## src/rtl/clk_div_multi_pkg.sv

```systemverilog
`default_nettype none
// ============================================================================
// Package : clk_div_multi_pkg
// Brief   : Shared types, constants and helpers for the multi-channel divider.
// Rev     : 1.0
// ============================================================================
package clk_div_multi_pkg;

    localparam int unsigned c_DIV_W_DEF = 4;

    typedef logic [c_DIV_W_DEF-1:0] div_t;

    // All-ones is never a legal phase because the largest divisor is 2^DIV_W-1.
    localparam logic [31:0] c_PHASE_IDLE = '1;

    function automatic int unsigned reset_div(input int unsigned ch);
        return 2 * (ch + 1);
    endfunction

    function automatic int unsigned duty_threshold(input int unsigned d);
        return (d + 1) / 2;
    endfunction

endpackage
`default_nettype wire

```

## src/rtl/clk_div_multi_if.sv

```systemverilog
`default_nettype none
// ============================================================================
// Interface : clk_div_multi_if
// Brief     : Divisor config port and divided outputs (tick with CLK_DIV_MULTI_TICK_EN).
// Rev       : 1.0
// ============================================================================
interface clk_div_multi_if #(
    parameter int unsigned NUM_CH = 3,
    parameter int unsigned DIV_W  = 4
);
    localparam int unsigned c_CH_W = (NUM_CH > 1) ? $clog2(NUM_CH) : 1;

    logic              cfg_valid;
    logic [c_CH_W-1:0] cfg_ch;
    logic [DIV_W-1:0]  cfg_div;
    logic              cfg_ready;
    logic [NUM_CH-1:0] div_out;
`ifdef CLK_DIV_MULTI_TICK_EN
    logic [NUM_CH-1:0] tick;
`endif

    modport master (
        output cfg_valid, cfg_ch, cfg_div,
        input  cfg_ready, div_out
`ifdef CLK_DIV_MULTI_TICK_EN
        , input tick
`endif
    );

    modport slave (
        input  cfg_valid, cfg_ch, cfg_div,
        output cfg_ready, div_out
`ifdef CLK_DIV_MULTI_TICK_EN
        , output tick
`endif
    );

endinterface
`default_nettype wire

```

## src/rtl/clk_div_multi_channel.sv

```systemverilog
`default_nettype none
// ============================================================================
// Module : clk_div_channel
// Brief  : One divider channel; divisor swaps only at period starts (tick with CLK_DIV_MULTI_TICK_EN).
// Rev    : 1.0
// ============================================================================
module clk_div_channel
    import clk_div_multi_pkg::*;
#(
    parameter int unsigned DIV_W   = 4,
    parameter int unsigned RST_DIV = 2
) (
    input  wire logic             clk,
    input  wire logic             resetn,
    input  wire logic             wr_en,
    input  wire logic [DIV_W-1:0] wr_div,
    output logic                  pend,
    output logic                  div_out
`ifdef CLK_DIV_MULTI_TICK_EN
    ,
    output logic                  tick
`endif
);

    localparam logic [DIV_W-1:0] c_IDLE    = c_PHASE_IDLE[DIV_W-1:0];
    localparam logic [DIV_W-1:0] c_RST_DIV = DIV_W'(RST_DIV);

    logic [DIV_W-1:0] r_da;
    logic [DIV_W-1:0] r_dp;
    logic [DIV_W-1:0] r_p;
    logic             r_pend;
    logic             r_out;

    logic             w_start;
    logic             w_enabled;
    logic [DIV_W-1:0] w_da_next;
    logic [DIV_W-1:0] w_k;
    logic [DIV_W:0]   w_thresh;

    // A disabled channel parks at idle, so every edge is a period start.
    always_comb begin
        w_start   = (r_p == c_IDLE) || (r_p == (r_da - DIV_W'(1)));
        w_da_next = r_pend ? r_dp : r_da;
        w_enabled = (w_da_next >= DIV_W'(2));
        w_k       = r_p + DIV_W'(1);
        w_thresh  = (DIV_W+1)'(duty_threshold(32'(r_da)));
    end

    always_ff @(posedge clk) begin
        if (!resetn) begin
            r_da   <= c_RST_DIV;
            r_dp   <= c_RST_DIV;
            r_pend <= 1'b0;
            r_p    <= c_IDLE;
            r_out  <= 1'b0;
        end else begin
            if (w_start) begin
                r_da   <= w_da_next;
                r_pend <= 1'b0;
                r_p    <= w_enabled ? '0 : c_IDLE;
                r_out  <= w_enabled;
            end else begin
                r_p    <= w_k;
                r_out  <= ({1'b0, w_k} < w_thresh);
            end
            // Writes are only granted while pend is clear, so this never races the apply above.
            if (wr_en) begin
                r_dp   <= wr_div;
                r_pend <= 1'b1;
            end
        end
    end

    assign pend    = r_pend;
    assign div_out = r_out;

`ifdef CLK_DIV_MULTI_TICK_EN
    logic r_tick;

    always_ff @(posedge clk) begin
        if (!resetn) begin
            r_tick <= 1'b0;
        end else begin
            r_tick <= w_start & w_enabled;
        end
    end

    assign tick = r_tick;
`endif

endmodule
`default_nettype wire

```

## src/rtl/clk_div_multi.sv

```systemverilog
`default_nettype none
// ============================================================================
// Module : clk_div_multi
// Brief  : NUM_CH runtime-programmable clock dividers with a valid/ready divisor
//          port. Define CLK_DIV_MULTI_TICK_EN to add per-channel tick outputs.
// Rev    : 1.0
// ============================================================================
module clk_div_multi
    import clk_div_multi_pkg::*;
#(
    parameter int unsigned NUM_CH = 3,
    parameter int unsigned DIV_W  = c_DIV_W_DEF
) (
    input  wire logic      clk,
    input  wire logic      resetn,
    clk_div_multi_if.slave bus
);

    localparam int unsigned c_CH_W = (NUM_CH > 1) ? $clog2(NUM_CH) : 1;

    // The largest reset divisor 2*NUM_CH must fit below the idle phase code.
    if (2 * NUM_CH > (2 ** DIV_W) - 1) begin : g_bad_cfg
        $error("clk_div_multi: 2*NUM_CH must not exceed 2^DIV_W-1");
    end

    logic [NUM_CH-1:0] w_pend;
    logic [NUM_CH-1:0] w_wr_en;
    logic [NUM_CH-1:0] w_div_out;
`ifdef CLK_DIV_MULTI_TICK_EN
    logic [NUM_CH-1:0] w_tick;
`endif

    // Out-of-range channel numbers match nothing and read as ready.
    always_comb begin
        bus.cfg_ready = 1'b1;
        for (int unsigned i = 0; i < NUM_CH; i++) begin
            if (bus.cfg_ch == c_CH_W'(i)) begin
                bus.cfg_ready = ~w_pend[i];
            end
        end
    end

    for (genvar i = 0; i < NUM_CH; i++) begin : g_ch
        assign w_wr_en[i] = bus.cfg_valid & bus.cfg_ready & resetn
                            & (bus.cfg_ch == c_CH_W'(i));

        clk_div_channel #(
            .DIV_W   (DIV_W),
            .RST_DIV (reset_div(i))
        ) u_ch (
            .clk     (clk),
            .resetn  (resetn),
            .wr_en   (w_wr_en[i]),
            .wr_div  (bus.cfg_div),
            .pend    (w_pend[i]),
            .div_out (w_div_out[i])
`ifdef CLK_DIV_MULTI_TICK_EN
            ,
            .tick    (w_tick[i])
`endif
        );
    end

    assign bus.div_out = w_div_out;
`ifdef CLK_DIV_MULTI_TICK_EN
    assign bus.tick    = w_tick;
`endif

endmodule
`default_nettype wire

```

## src/flat_wrapper.sv

```systemverilog
// flat-port wrapper written by rule: the top's interface ports become plain ports
module clk_div_multi_flat import clk_div_multi_pkg::*;
#(
    parameter int unsigned NUM_CH = 3,
    parameter int unsigned DIV_W  = c_DIV_W_DEF
)
  (clk, resetn, bus_cfg_valid, bus_cfg_ch, bus_cfg_div, bus_cfg_ready, bus_div_out);
  clk_div_multi_if #(.NUM_CH(NUM_CH), .DIV_W(DIV_W)) bus_i ();
  input  wire logic clk;
  input  wire logic resetn;
  input wire logic [$bits(bus_i.cfg_valid)-1:0] bus_cfg_valid;
  input wire logic [$bits(bus_i.cfg_ch)-1:0] bus_cfg_ch;
  input wire logic [$bits(bus_i.cfg_div)-1:0] bus_cfg_div;
  output wire logic [$bits(bus_i.cfg_ready)-1:0] bus_cfg_ready;
  output wire logic [$bits(bus_i.div_out)-1:0] bus_div_out;
  assign bus_i.cfg_valid = bus_cfg_valid;
  assign bus_i.cfg_ch = bus_cfg_ch;
  assign bus_i.cfg_div = bus_cfg_div;
  assign bus_cfg_ready = bus_i.cfg_ready;
  assign bus_div_out = bus_i.div_out;
  clk_div_multi #(.NUM_CH(NUM_CH), .DIV_W(DIV_W)) u_core (.clk(clk), .resetn(resetn), .bus(bus_i));
endmodule
```

## config.mk

```make
export PLATFORM = sky130hd
export DESIGN_NAME = clk_div_multi_flat
export DESIGN_NICKNAME = d
export VERILOG_FILES = /design/src/rtl/clk_div_multi_pkg.sv /design/src/rtl/clk_div_multi_if.sv /design/src/rtl/clk_div_multi_channel.sv /design/src/rtl/clk_div_multi.sv /design/src/flat_wrapper.sv
export SDC_FILE = /design/constraint.sdc
export NUM_CORES = 1
export LEC_CHECK = 0
export ABC_CLOCK_PERIOD_IN_PS = 2300
export BUFFER_PORTS_ARGS = -buffer_cell sky130_fd_sc_hd__buf_2
export CORE_MARGIN = 1
export CORE_UTILIZATION = 40
export CTS_CLUSTER_DIAMETER = 150
export DETAILED_ROUTE_END_ITERATION = 8
export PLACE_DENSITY = 0.61
export SETUP_SLACK_MARGIN = 0.5
export SLEW_MARGIN = 20
export SYNTH_ARGS = -nofsm -noshare
export SYNTH_HDL_FRONTEND = slang
export SYNTH_SLANG_ARGS = --single-unit
```

## constraint.sdc

```tcl
create_clock -name clk -period 2.3 [get_ports clk]
set_input_delay 0.115 -clock clk [delete_from_list [all_inputs] [get_ports clk]]
set_output_delay 0.115 -clock clk [all_outputs]
set_load 0.05 [all_outputs]
```

==> results.cfg, run 1 <==
[status]
status = finished, final reports clean

[synthesis]
ys_warn_count = 0
synth_area_per_cell_um2 = 9.26
synthCells = 268
synthFlopType = dfxtp_1
synth_fp_nets = 295
synth-seq-cells = 42
synth.distinct_cells = 49
synth_edf_count = 0
async_flop_share = 0
seq_area_frac_synth = 0.339
syn_area_mm2 = 0.00248

[cells_and_area]
final_layout_size_suffix_gt1_frac = 0.340
area_growth_pct = 21.2
fin_nets = 314
fin_util = 0.505
fin_area_mm2 = 0.00301
nFillCells = 557
regArea_um2 = 873
multi_input_area_mm2 = 0.00172
diodes = 0

[place]
gp_congestion = 0.741
placed_area_mm2 = 0.00260
io_buffers = 12
hpwl_mm = 3.59

[timing]
setup_tns_ns = 0
max_freq_ghz = 0.557
tightest_slew_ns = 0.769
fin_crit_ns = 1.79
hold_viol_final = 0
drv_slew = 0
period_share = 0.780
setup_violations = 0
skew_ns = 0.0116
hold_slack_ns = 0.0315
slew_headroom = 0.486
rsz0062_at_grt = yes

[routing]
vias = 1898
routedWlPerCell_um = 14.3
wirelength_mm = 5.19
viasPerCell = 5.23
drc = 0
drt_iter0_drc = 56
ant_nets = 0
drtPass1Iterations = 7

[global_routing]
grt_max_degree = 22
grt-ovfl-total = 0
gr-usage-all-layers = 0.171
grt_pass1_wl_mm = 8.48
antenna_found_initial = 0
grt_pass1_vias = 1783

[worst_hold_path]
hp-class = primary input to flip-flop

[critical_path]
end_kind = flip-flop
path_buf_inv = 1
cp-start-kind = flip-flop
worstPathCellList = inv_2 > ha_4 > xnor2_4 > nor3b_4 > a21oi_4 > nor3b_4 > mux2i_1
path_common_cell = nor3b_4
cpPeakStageDelay_ns = 0.35
critPathMaxFanout = 4
slowest_stage = dfxtp_4
crit_required_ns = 2.53
path_delay_family = simple AND/OR/NAND/NOR gates
cp_data_arrival_time_ns = 2.02
crit_type = flip-flop to flip-flop

[floorplan]
core-area_mm2 = 0.00596
die_h_um = 80.8
die-area_mm2 = 0.00652
die_w_um = 80.8
ios = 13
start_util = 0.417
placementRows = 28

[pwr]
leakage_nw = 1.18
p_per_area_mw_per_mm2 = 1070
ir_drop_uv = 539

[clock_network]
cts_made_buffers = 5
cts-root-buf = clkbuf_8
cts_tree = built
insertion_delay_ns = 0.30
htreeDepth = 2
path_clk_slew_ns = 0.08
cts_buffer_depth = 2
clock-sinks = 42

[flow_run]
drv_cap = 0
[cell families (layout without fill, tap and decap cells)]
kind of cell    count (synthesis)  in the layout  synth area share
mux                            20             20            0.0888
flops                          42             42             0.339
fa+ha+maj                      18             18            0.0908
xor+xnor                       27             27             0.104
compound gates                 47             47             0.138
buf+inv                        30             50            0.0570
simple gates                   84             84             0.183
[worst paths after layout]
kind                                                 start                                  endpoint  slack [ns]  cells after the start
setup / recovery  u_core.g_ch[2].u_ch.r_da[0]$_SDFFE_PN0P_  u_core.g_ch[2].u_ch.r_da[3]$_SDFFE_PN0P_        0.51                      7
hold / removal                              bus_cfg_div[2]  u_core.g_ch[0].u_ch.r_dp[2]$_SDFFE_PN0P_        0.03                      3
setup reg to reg  u_core.g_ch[2].u_ch.r_da[0]$_SDFFE_PN0P_  u_core.g_ch[2].u_ch.r_da[3]$_SDFFE_PN0P_        0.51                      7
hold reg to reg   u_core.g_ch[0].u_ch.r_dp[0]$_SDFFE_PN0P_  u_core.g_ch[0].u_ch.r_da[0]$_SDFFE_PN0P_        0.47                      2
[per-layer routing]
metal	GRT usage	share of wire	vias up
met2	0.270	0.49	26
met5	0	0	-
met4	0.0589	0.011	0
li1	-	-	966
met1	0.228	0.47	900
met3	0.0382	0.032	6
[cells in the final DEF (no fill, tap or decap), types with 3 or more instances in the layout]
cell type	instances
nand2b_1	3
nor4_1	3
buf_4	14
a31oi_1	4
xor2_1	8
inv_2	3
mux2_4	4
inv_4	3
clkbuf_8	5
o21ai_0	10
xor2_2	5
ha_4	5
dfxtp_4	7
mux2i_1	16
nand3_1	11
nor2_1	8
nand2_1	36
xnor2_1	9
inv_1	10
buf_2	12
xnor2_2	3
dfxtp_1	30
nor3_2	5
dfxtp_2	5
o211ai_1	3
nor3_1	4
ha_1	13
a21oi_1	7
[per-stage QoR]
step / power (mW) / cells / setup WS (ns)
2_1_floorplan: 2.26 / 268 / 0.475
3_3_place_gp: 2.46 / 342 / 0.393
3_5_place_dp: 2.48 / 342 / 0.345
4_1_cts: 3.07 / 360 / 0.503
5_1_grt: 3.47 / 363 / 0.423
6_report: 3.21 / 363 / 0.506
[power breakdown]
group | switching [mW] | total, mW | internal, mW
registers | 0.198 | 1.07 | 0.876
logic | 0.850 | 1.66 | 0.809
clock network | 0.264 | 0.478 | 0.214
total | 1.31 | 3.21 | 1.90
[worst min-delay path: cells and delay by family]
family | cells | cell delay, ns
and+or+nand+nor | 1 | 0.04
buffers and inverters | 1 | 0.08
AOI/OAI and AO/OA | 1 | 0.06
[layout make-up]
class / instances / area share
repair buffers: 26 / 0.0549
flip-flops and latches: 42 / 0.290
multi-input cells: 196 / 0.572
inverters: 16 / 0.0225
well taps: 75 / 0.0312
clock buffers: 6 / 0.0241
clock inverters: 2 / 0.00458
[synth_stat cells, drive strengths merged, types with 2 or more instances]
cell	count	area (µm²)
nor4b	2	30.0
ha	18	225
o21ai	13	76.3
inv	16	60.1
buf	9	62.6
xor2	13	114
nor3b	2	25.0
xnor2	13	121
nand3	12	60.1
a31o	3	26.3
a21oi	10	50.1
dfxtp	42	841
nand2	37	139
o211ai	5	47.5
a31oi	4	25.0
nor2	9	36.3
mux2i	16	160
nand2b	3	18.8
o31ai	2	15.0
clkbuf	5	18.8
or2	2	12.5
mux2	4	60.1
nor4	4	31.3
nor3	11	87.6
[state kept, by name, summed over array words and instances (netlist names)]
register / count
u_core.g_ch.u_ch.div_out: 3
u_core.g_ch.u_ch.pend: 3
u_core.g_ch.u_ch.r_da: 12
u_core.g_ch.u_ch.r_dp: 12
u_core.g_ch.u_ch.r_p: 12
[repair_timing]
item,4_1_cts,5_1_grt
pin swaps,9,17
gates cloned,0,0
buffers inserted,10,3
endpoints found under the setup margin,28,24
resized for setup,25,27
hold buffers,0,0
Note: power is estimated with default switching activity, not from simulation.
==> inputs of run 2 (changes only) <==
ABC_CLOCK_PERIOD_IN_PS = 1900   (was 2300)
clock period = 1.9 ns   (was 2.3 ns; I/O delays follow)
==> run 2 against run 1 <==
Final cell count rose by 5.0%. Non-clock buffer count rose by 18. Clock skew decreased by 0.0054 ns. Register-to-register slack worse by 0.39 ns. Hold slack got worse by 0.030 ns. Sequential power grew 18%. Combinational power increased by 34%. Clock-buffer cell count is 2 higher. Clock power up 43%. Critical path depth unchanged. Sequential share of layout area down 2.0 points. Design area grew 6.9%. Critical endpoint is now u_core.g_ch[0].u_ch.r_p[1]$_SDFF_PN1_. Largest power group unchanged. Highest routed layer unchanged.
==> results.cfg, run 2 (same netlist as run 1, synthesis figures left out) <==
[pwr]
power_frac_seq = 0.302
finalPower_mw = 4.18
switching_share = 0.390
p_clk_frac = 0.164
p_sw_mw = 1.63
p_per_area_mw_per_mm2 = 1300
ir_drop_uv = 642
internal_power_mw = 2.55
comb_power_share = 0.534
leakage_nw = 1.30

[floorplan]
die-area_mm2 = 0.00652
die_h_um = 80.8
placementRows = 28
start_util = 0.417
core-area_mm2 = 0.00596
ios = 13
die_w_um = 80.8

[worst_hold_path]
hp-class = primary input to flip-flop
min_to = u_core.g_ch[0].u_ch.r_dp[2]$_SDFFE_PN0P_
hold_path_startpoint = bus_cfg_div[2]
hold_depth = 3

[timing]
hold_viol_final = 0
setup_violations = 0
drv_slew = 0
fin_crit_ns = 1.79
slew_headroom = 0.703
period_share = 0.940
setup_tns_ns = 0
tightest_slew_ns = 0.443
max_freq_ghz = 0.560
layout_setup_ws_ns = 0.114
skew_ns = 0.00620
rsz0062_at_grt = yes

[place]
placed_cells = 356
io_buffers = 12
gp_congestion = 0.765
place_ws_ns = 0.0690
hpwl_mm = 3.65

[critical_path]
slowest_stage = dfxtp_4
worstPathCellList = inv_4 > ha_4 > xor2_2 > nand3_2 > o211ai_2 > o21ai_4 > mux2_4
r2r-end = u_core.g_ch[0].u_ch.r_p[1]$_SDFF_PN1_
end_kind = flip-flop
cp_data_arrival_time_ns = 1.97
worstRegToRegCells = 7
crit_required_ns = 2.09
worstReg2RegStart = u_core.g_ch[0].u_ch.r_da[0]$_SDFFE_PN0P_
crit_type = flip-flop to flip-flop
cp-start-kind = flip-flop
cpPeakStageDelay_ns = 0.39
r2r_slack_ns = 0.11
path_delay_family = compound AO/OA/AOI/OAI gates
path_buf_inv = 1
critPathMaxFanout = 6

[clock_network]
hold_buffers = 0
cts_tree = built
insertion_delay_ns = 0.30
clock-sinks = 42
path_clk_slew_ns = 0.08
htreeDepth = 2
cts_buffer_depth = 2
cts-root-buf = clkbuf_8
cts_made_buffers = 5

[global_routing]
grt_max_degree = 20
grt_pass1_vias = 1935
grt-ovfl-total = 0
grt_pass1_wl_mm = 8.98
gr-usage-all-layers = 0.181
antenna_found_initial = 0

[routing]
routedWlPerCell_um = 14.0
drtPass1Iterations = 5
ant_nets = 0
vias = 1954
viasPerCell = 5.13
drc = 0
drt_iter0_drc = 76
wirelength_mm = 5.32

[cells_and_area]
nFillCells = 549
instances_no_fill = 381
fin_util = 0.540
final_layout_size_suffix_gt1_frac = 0.399
layout_common_cells = nand2_1 (36), buf_4 (29), dfxtp_1 (28), mux2i_1 (16), buf_2 (12)
multi_input_area_mm2 = 0.00176
diodes = 0
regArea_um2 = 871
area_growth_pct = 29.6
fin_nets = 332
final_common_cell = nand2_1
reg.largest.list = u_core.g_ch.u_ch.r_da (12), u_core.g_ch.u_ch.r_dp (12), u_core.g_ch.u_ch.r_p (12)

[flow_run]
drv_cap = 0

[status]
status = finished, final reports clean
==> run 2: area by class of cell <==
type	instances	area share
well taps	75	0.0292
flip-flops and latches	42	0.271
clock buffers	8	0.0346
inverters	16	0.0202
repair buffers	44	0.0969
multi-input cells	196	0.548
==> run 2: repair_timing <==
item / CTS / global route
gates resized for setup: 20 / 26
buffers inserted: 14 / 3
setup endpoints to repair: 31 / 31
pin swaps: 19 / 12
==> run 2: worst register-to-register path, cell delays in order (launching register included) <==
cell,delay (ns)
dfxtp_4,0.39
inv_4,0.04
ha_4,0.27
xor2_2,0.15
nand3_2,0.10
o211ai_2,0.26
o21ai_4,0.14
mux2_4,0.31
==> run 2: power groups by stage <==
stage	logic [mW]	clock network, mW	registers (mW)
2_1_floorplan	1.56	0	1.19
3_3_place_gp	1.82	0	1.24
3_5_place_dp	1.85	0	1.23
4_1_cts	2.06	0.706	1.23
5_1_grt	2.49	0.735	1.29
6_report	2.23	0.685	1.26
==> run 2: through the flow <==
step	hold slack, ns	instance area, µm²
final	0.00116	3220
after global routing	0.0436	3220
after CTS	0.00347	3050
after detailed placement	0.318	2760
after global placement	0.316	2760
after floorplan	0.204	2570
==> run 2: how the worst max path moves through the flow <==
stage	startpoint	end	slack [ns]	cells past startpoint
2_1_floorplan	u_core.g_ch[0].u_ch.r_da[0]$_SDFFE_PN0P_	u_core.g_ch[0].u_ch.r_p[0]$_SDFF_PN1_	0.16	7
3_3_place_gp	u_core.g_ch[0].u_ch.r_da[0]$_SDFFE_PN0P_	u_core.g_ch[0].u_ch.div_out$_SDFF_PN0_	0.09	8
3_5_place_dp	u_core.g_ch[0].u_ch.r_da[0]$_SDFFE_PN0P_	u_core.g_ch[0].u_ch.r_p[3]$_SDFF_PN1_	0.07	7
4_1_cts	u_core.g_ch[0].u_ch.r_da[0]$_SDFFE_PN0P_	u_core.g_ch[0].u_ch.div_out$_SDFF_PN0_	0.12	8
5_1_grt	u_core.g_ch[0].u_ch.r_da[0]$_SDFFE_PN0P_	u_core.g_ch[0].u_ch.div_out$_SDFF_PN0_	0.04	8
6_report	u_core.g_ch[0].u_ch.r_da[0]$_SDFFE_PN0P_	u_core.g_ch[0].u_ch.r_p[1]$_SDFF_PN1_	0.11	7
==> run 2: routing by layer <==
layer | global-route usage | vias up | share of wire
met5 | 0 | - | 0
met4 | 0.0714 | 0 | 0.019
met3 | 0.0292 | 9 | 0.029
met2 | 0.298 | 26 | 0.47
met1 | 0.235 | 921 | 0.48
li1 | - | 998 | -
==> inputs of run 3 (changes only) <==
ABC_AREA = 1   (was not set)
==> run 3 against run 2 <==
First-iteration DRC count is 3.9% higher. Routed wire length grew 5.3%. Non-clock buffer count fell by 13. Sequential power grew 10%. Synthesized cell count up 37%. Critical path type unchanged. Critical endpoint is now u_core.g_ch[1].u_ch.div_out$_SDFF_PN0_.
==> results.cfg, run 3 <==
[routing]
drc = 0
drtPass1Iterations = 4
viasPerCell = 4.97
vias = 2342
wirelength_mm = 5.60
ant_nets = 0
drt_iter0_drc = 79
routedWlPerCell_um = 11.9

[synthesis]
async_flop_share = 0
synthTopCellsByCount = nand2_1 (90), nand3_1 (59), dfxtp_1 (42)
syn_area_mm2 = 0.00259
synth_area_per_cell_um2 = 7.03
yosysMostFrequentCell = nand2_1
synth-seq-cells = 42
synth_edf_count = 0
ys_warn_count = 0
synthCells = 368
synthTopCellsByArea = dfxtp_1 (33%), nand2_1 (13%), nand3_1 (11%), ha_1 (8.7%), inv_1 (5.1%)
synth_fp_nets = 395
synth_largest_area_cell = dfxtp_1
synthFlopType = dfxtp_1
synth.distinct_cells = 28
seq_area_frac_synth = 0.325
synth_top_area_share = 0.325

[clock_network]
path_clk_slew_ns = 0.08
insertion_delay_ns = 0.29
cts_made_buffers = 5
cts-root-buf = clkbuf_8
hold_buffers = 0
cts_tree = built
cts_buffer_depth = 2
clock-sinks = 42
htreeDepth = 2

[critical_path]
cp-start-kind = flip-flop
critPathMaxFanout = 3
crit_required_ns = 2.09
worstPathCellList = buf_4 > ha_1 > xnor2_1 > ha_1 > a21oi_2 > o21a_1 > nor2_1 > nor2_1
path_delay_family = adder cells
path_buf_inv = 1
cpPeakStageDelay_ns = 0.34
cp_data_arrival_time_ns = 1.76
worstReg2RegStart = u_core.g_ch[1].u_ch.r_da[1]$_SDFFE_PN0P_
end_kind = flip-flop
cp-startpoint = u_core.g_ch[1].u_ch.r_da[1]$_SDFFE_PN0P_
slowest_stage = dfxtp_2
crit_type = flip-flop to flip-flop

[timing]
skew_ns = 0.00813
drv_slew = 0
tightest_slew_ns = 0.468
rsz0062_at_grt = yes
max_freq_ghz = 0.638
fin_crit_ns = 1.57
hold_slack_ns = 0.0136
setup_violations = 0
hold_viol_final = 0
slew_headroom = 0.687
setup_tns_ns = 0
layout_setup_ws_ns = 0.334
period_share = 0.824

[floorplan]
ios = 13
start_util = 0.427
die-area_mm2 = 0.00679
placementRows = 28
die_h_um = 82.4
die_w_um = 82.4
core-area_mm2 = 0.00606

[pwr]
switching_share = 0.458
internal_power_mw = 2.62
p_clk_frac = 0.121
p_sw_mw = 2.21
power_frac_seq = 0.287
ir_drop_uv = 760
comb_power_share = 0.592
leakage_nw = 1.49
p_per_area_mw_per_mm2 = 1510
finalPower_mw = 4.83

[global_routing]
grt_pass1_wl_mm = 9.52
grt-ovfl-total = 0
grt_pass1_vias = 2099
grt_max_degree = 30
antenna_found_initial = 0
gr-usage-all-layers = 0.183

[status]
status = finished, final reports clean

[place]
hpwl_mm = 4.03
place_ws_ns = 0.286
gp_congestion = 0.827
io_buffers = 12

[cells_and_area]
fin_nets = 422
final_layout_size_suffix_gt1_frac = 0.313
diodes = 0
fin_util = 0.526
layout_common_cells = nand2_1 (78), nand3_1 (52), nor2_1 (30), inv_1 (29), dfxtp_1 (24)
final_common_cell = nand2_1
reg.largest.list = u_core.g_ch.u_ch.r_da (12), u_core.g_ch.u_ch.r_dp (12), u_core.g_ch.u_ch.r_p (12)
area_growth_pct = 23.3

[flow_run]
drv_cap = 0

[worst_hold_path]
hold_path_startpoint = bus_cfg_div[2]
hp-class = primary input to flip-flop
[run 3: cells by family (layout without fill, tap and decap cells)]
logic type	after synthesis	after routing	synth area share
and+or+nand+nor	201	202	0.364
AOI/OAI and AO/OA	40	40	0.0847
adders and majority gates	18	18	0.0871
DFF	42	42	0.325
xor gates and xnor gates	14	14	0.0474
buffers and inverters	53	80	0.0914
[run 3: what timing repair did]
item,in CTS,in global routing
setup buffers,12,5
endpoints found under the setup margin,31,33
cloned,1,0
gates resized for setup,31,25
pin swaps,8,8
[run 3: per-stage QoR]
step,cells,instance area (µm²)
after detailed placement,445,2770
after global placement,445,2770
after floorplan,368,2690
after global routing,471,3190
after CTS,466,3040
final,471,3190
[run 3: tightest hold or removal path, cell delays in order]
cell and delay (ns):
buf_2 0.09, o21ai_1 0.06, inv_1 0.04
[run 3: area by class of cell]
cell class / count / area (µm²)
Clock buffer: 7 / 86.3
Clock inverter: 1 / 5.00
Fill cell: 610 / 2870
Inverter: 41 / 164
Multi-Input combinational cell: 274 / 1760
Sequential cell: 42 / 876
Tap cell: 75 / 93.8
Timing Repair Buffer: 31 / 209
[run 3: worst paths after layout]
kind	end	slack [ns]	cells past startpoint
worst max-delay path	u_core.g_ch[1].u_ch.div_out$_SDFF_PN0_	0.33	8
worst min register to register	u_core.g_ch[2].u_ch.r_dp[3]$_SDFFE_PN0P_	0.49	2
worst min-delay path	u_core.g_ch[1].u_ch.r_dp[2]$_SDFFE_PN1P_	0.01	3
worst max register to register	u_core.g_ch[1].u_ch.div_out$_SDFF_PN0_	0.33	8
[run 3: routing by layer]
layer | routed length, µm | global-route usage | share of wire
met3 | 136 | 0.0341 | 0.024
met4 | 61 | 0.0474 | 0.011
met5 | 0 | 0 | 0
met1 | 2950 | 0.256 | 0.53
met2 | 2460 | 0.286 | 0.44
[run 3: power groups by stage]
stage                     registers, mW  logic [mW]  clock network, mW
after CTS                          1.36        2.56              0.605
after detailed placement           1.38        2.37                  0
after floorplan                    1.28        2.09                  0
final                              1.39        2.86              0.586
after global placement             1.37        2.36                  0
after global routing               1.42        3.23              0.646
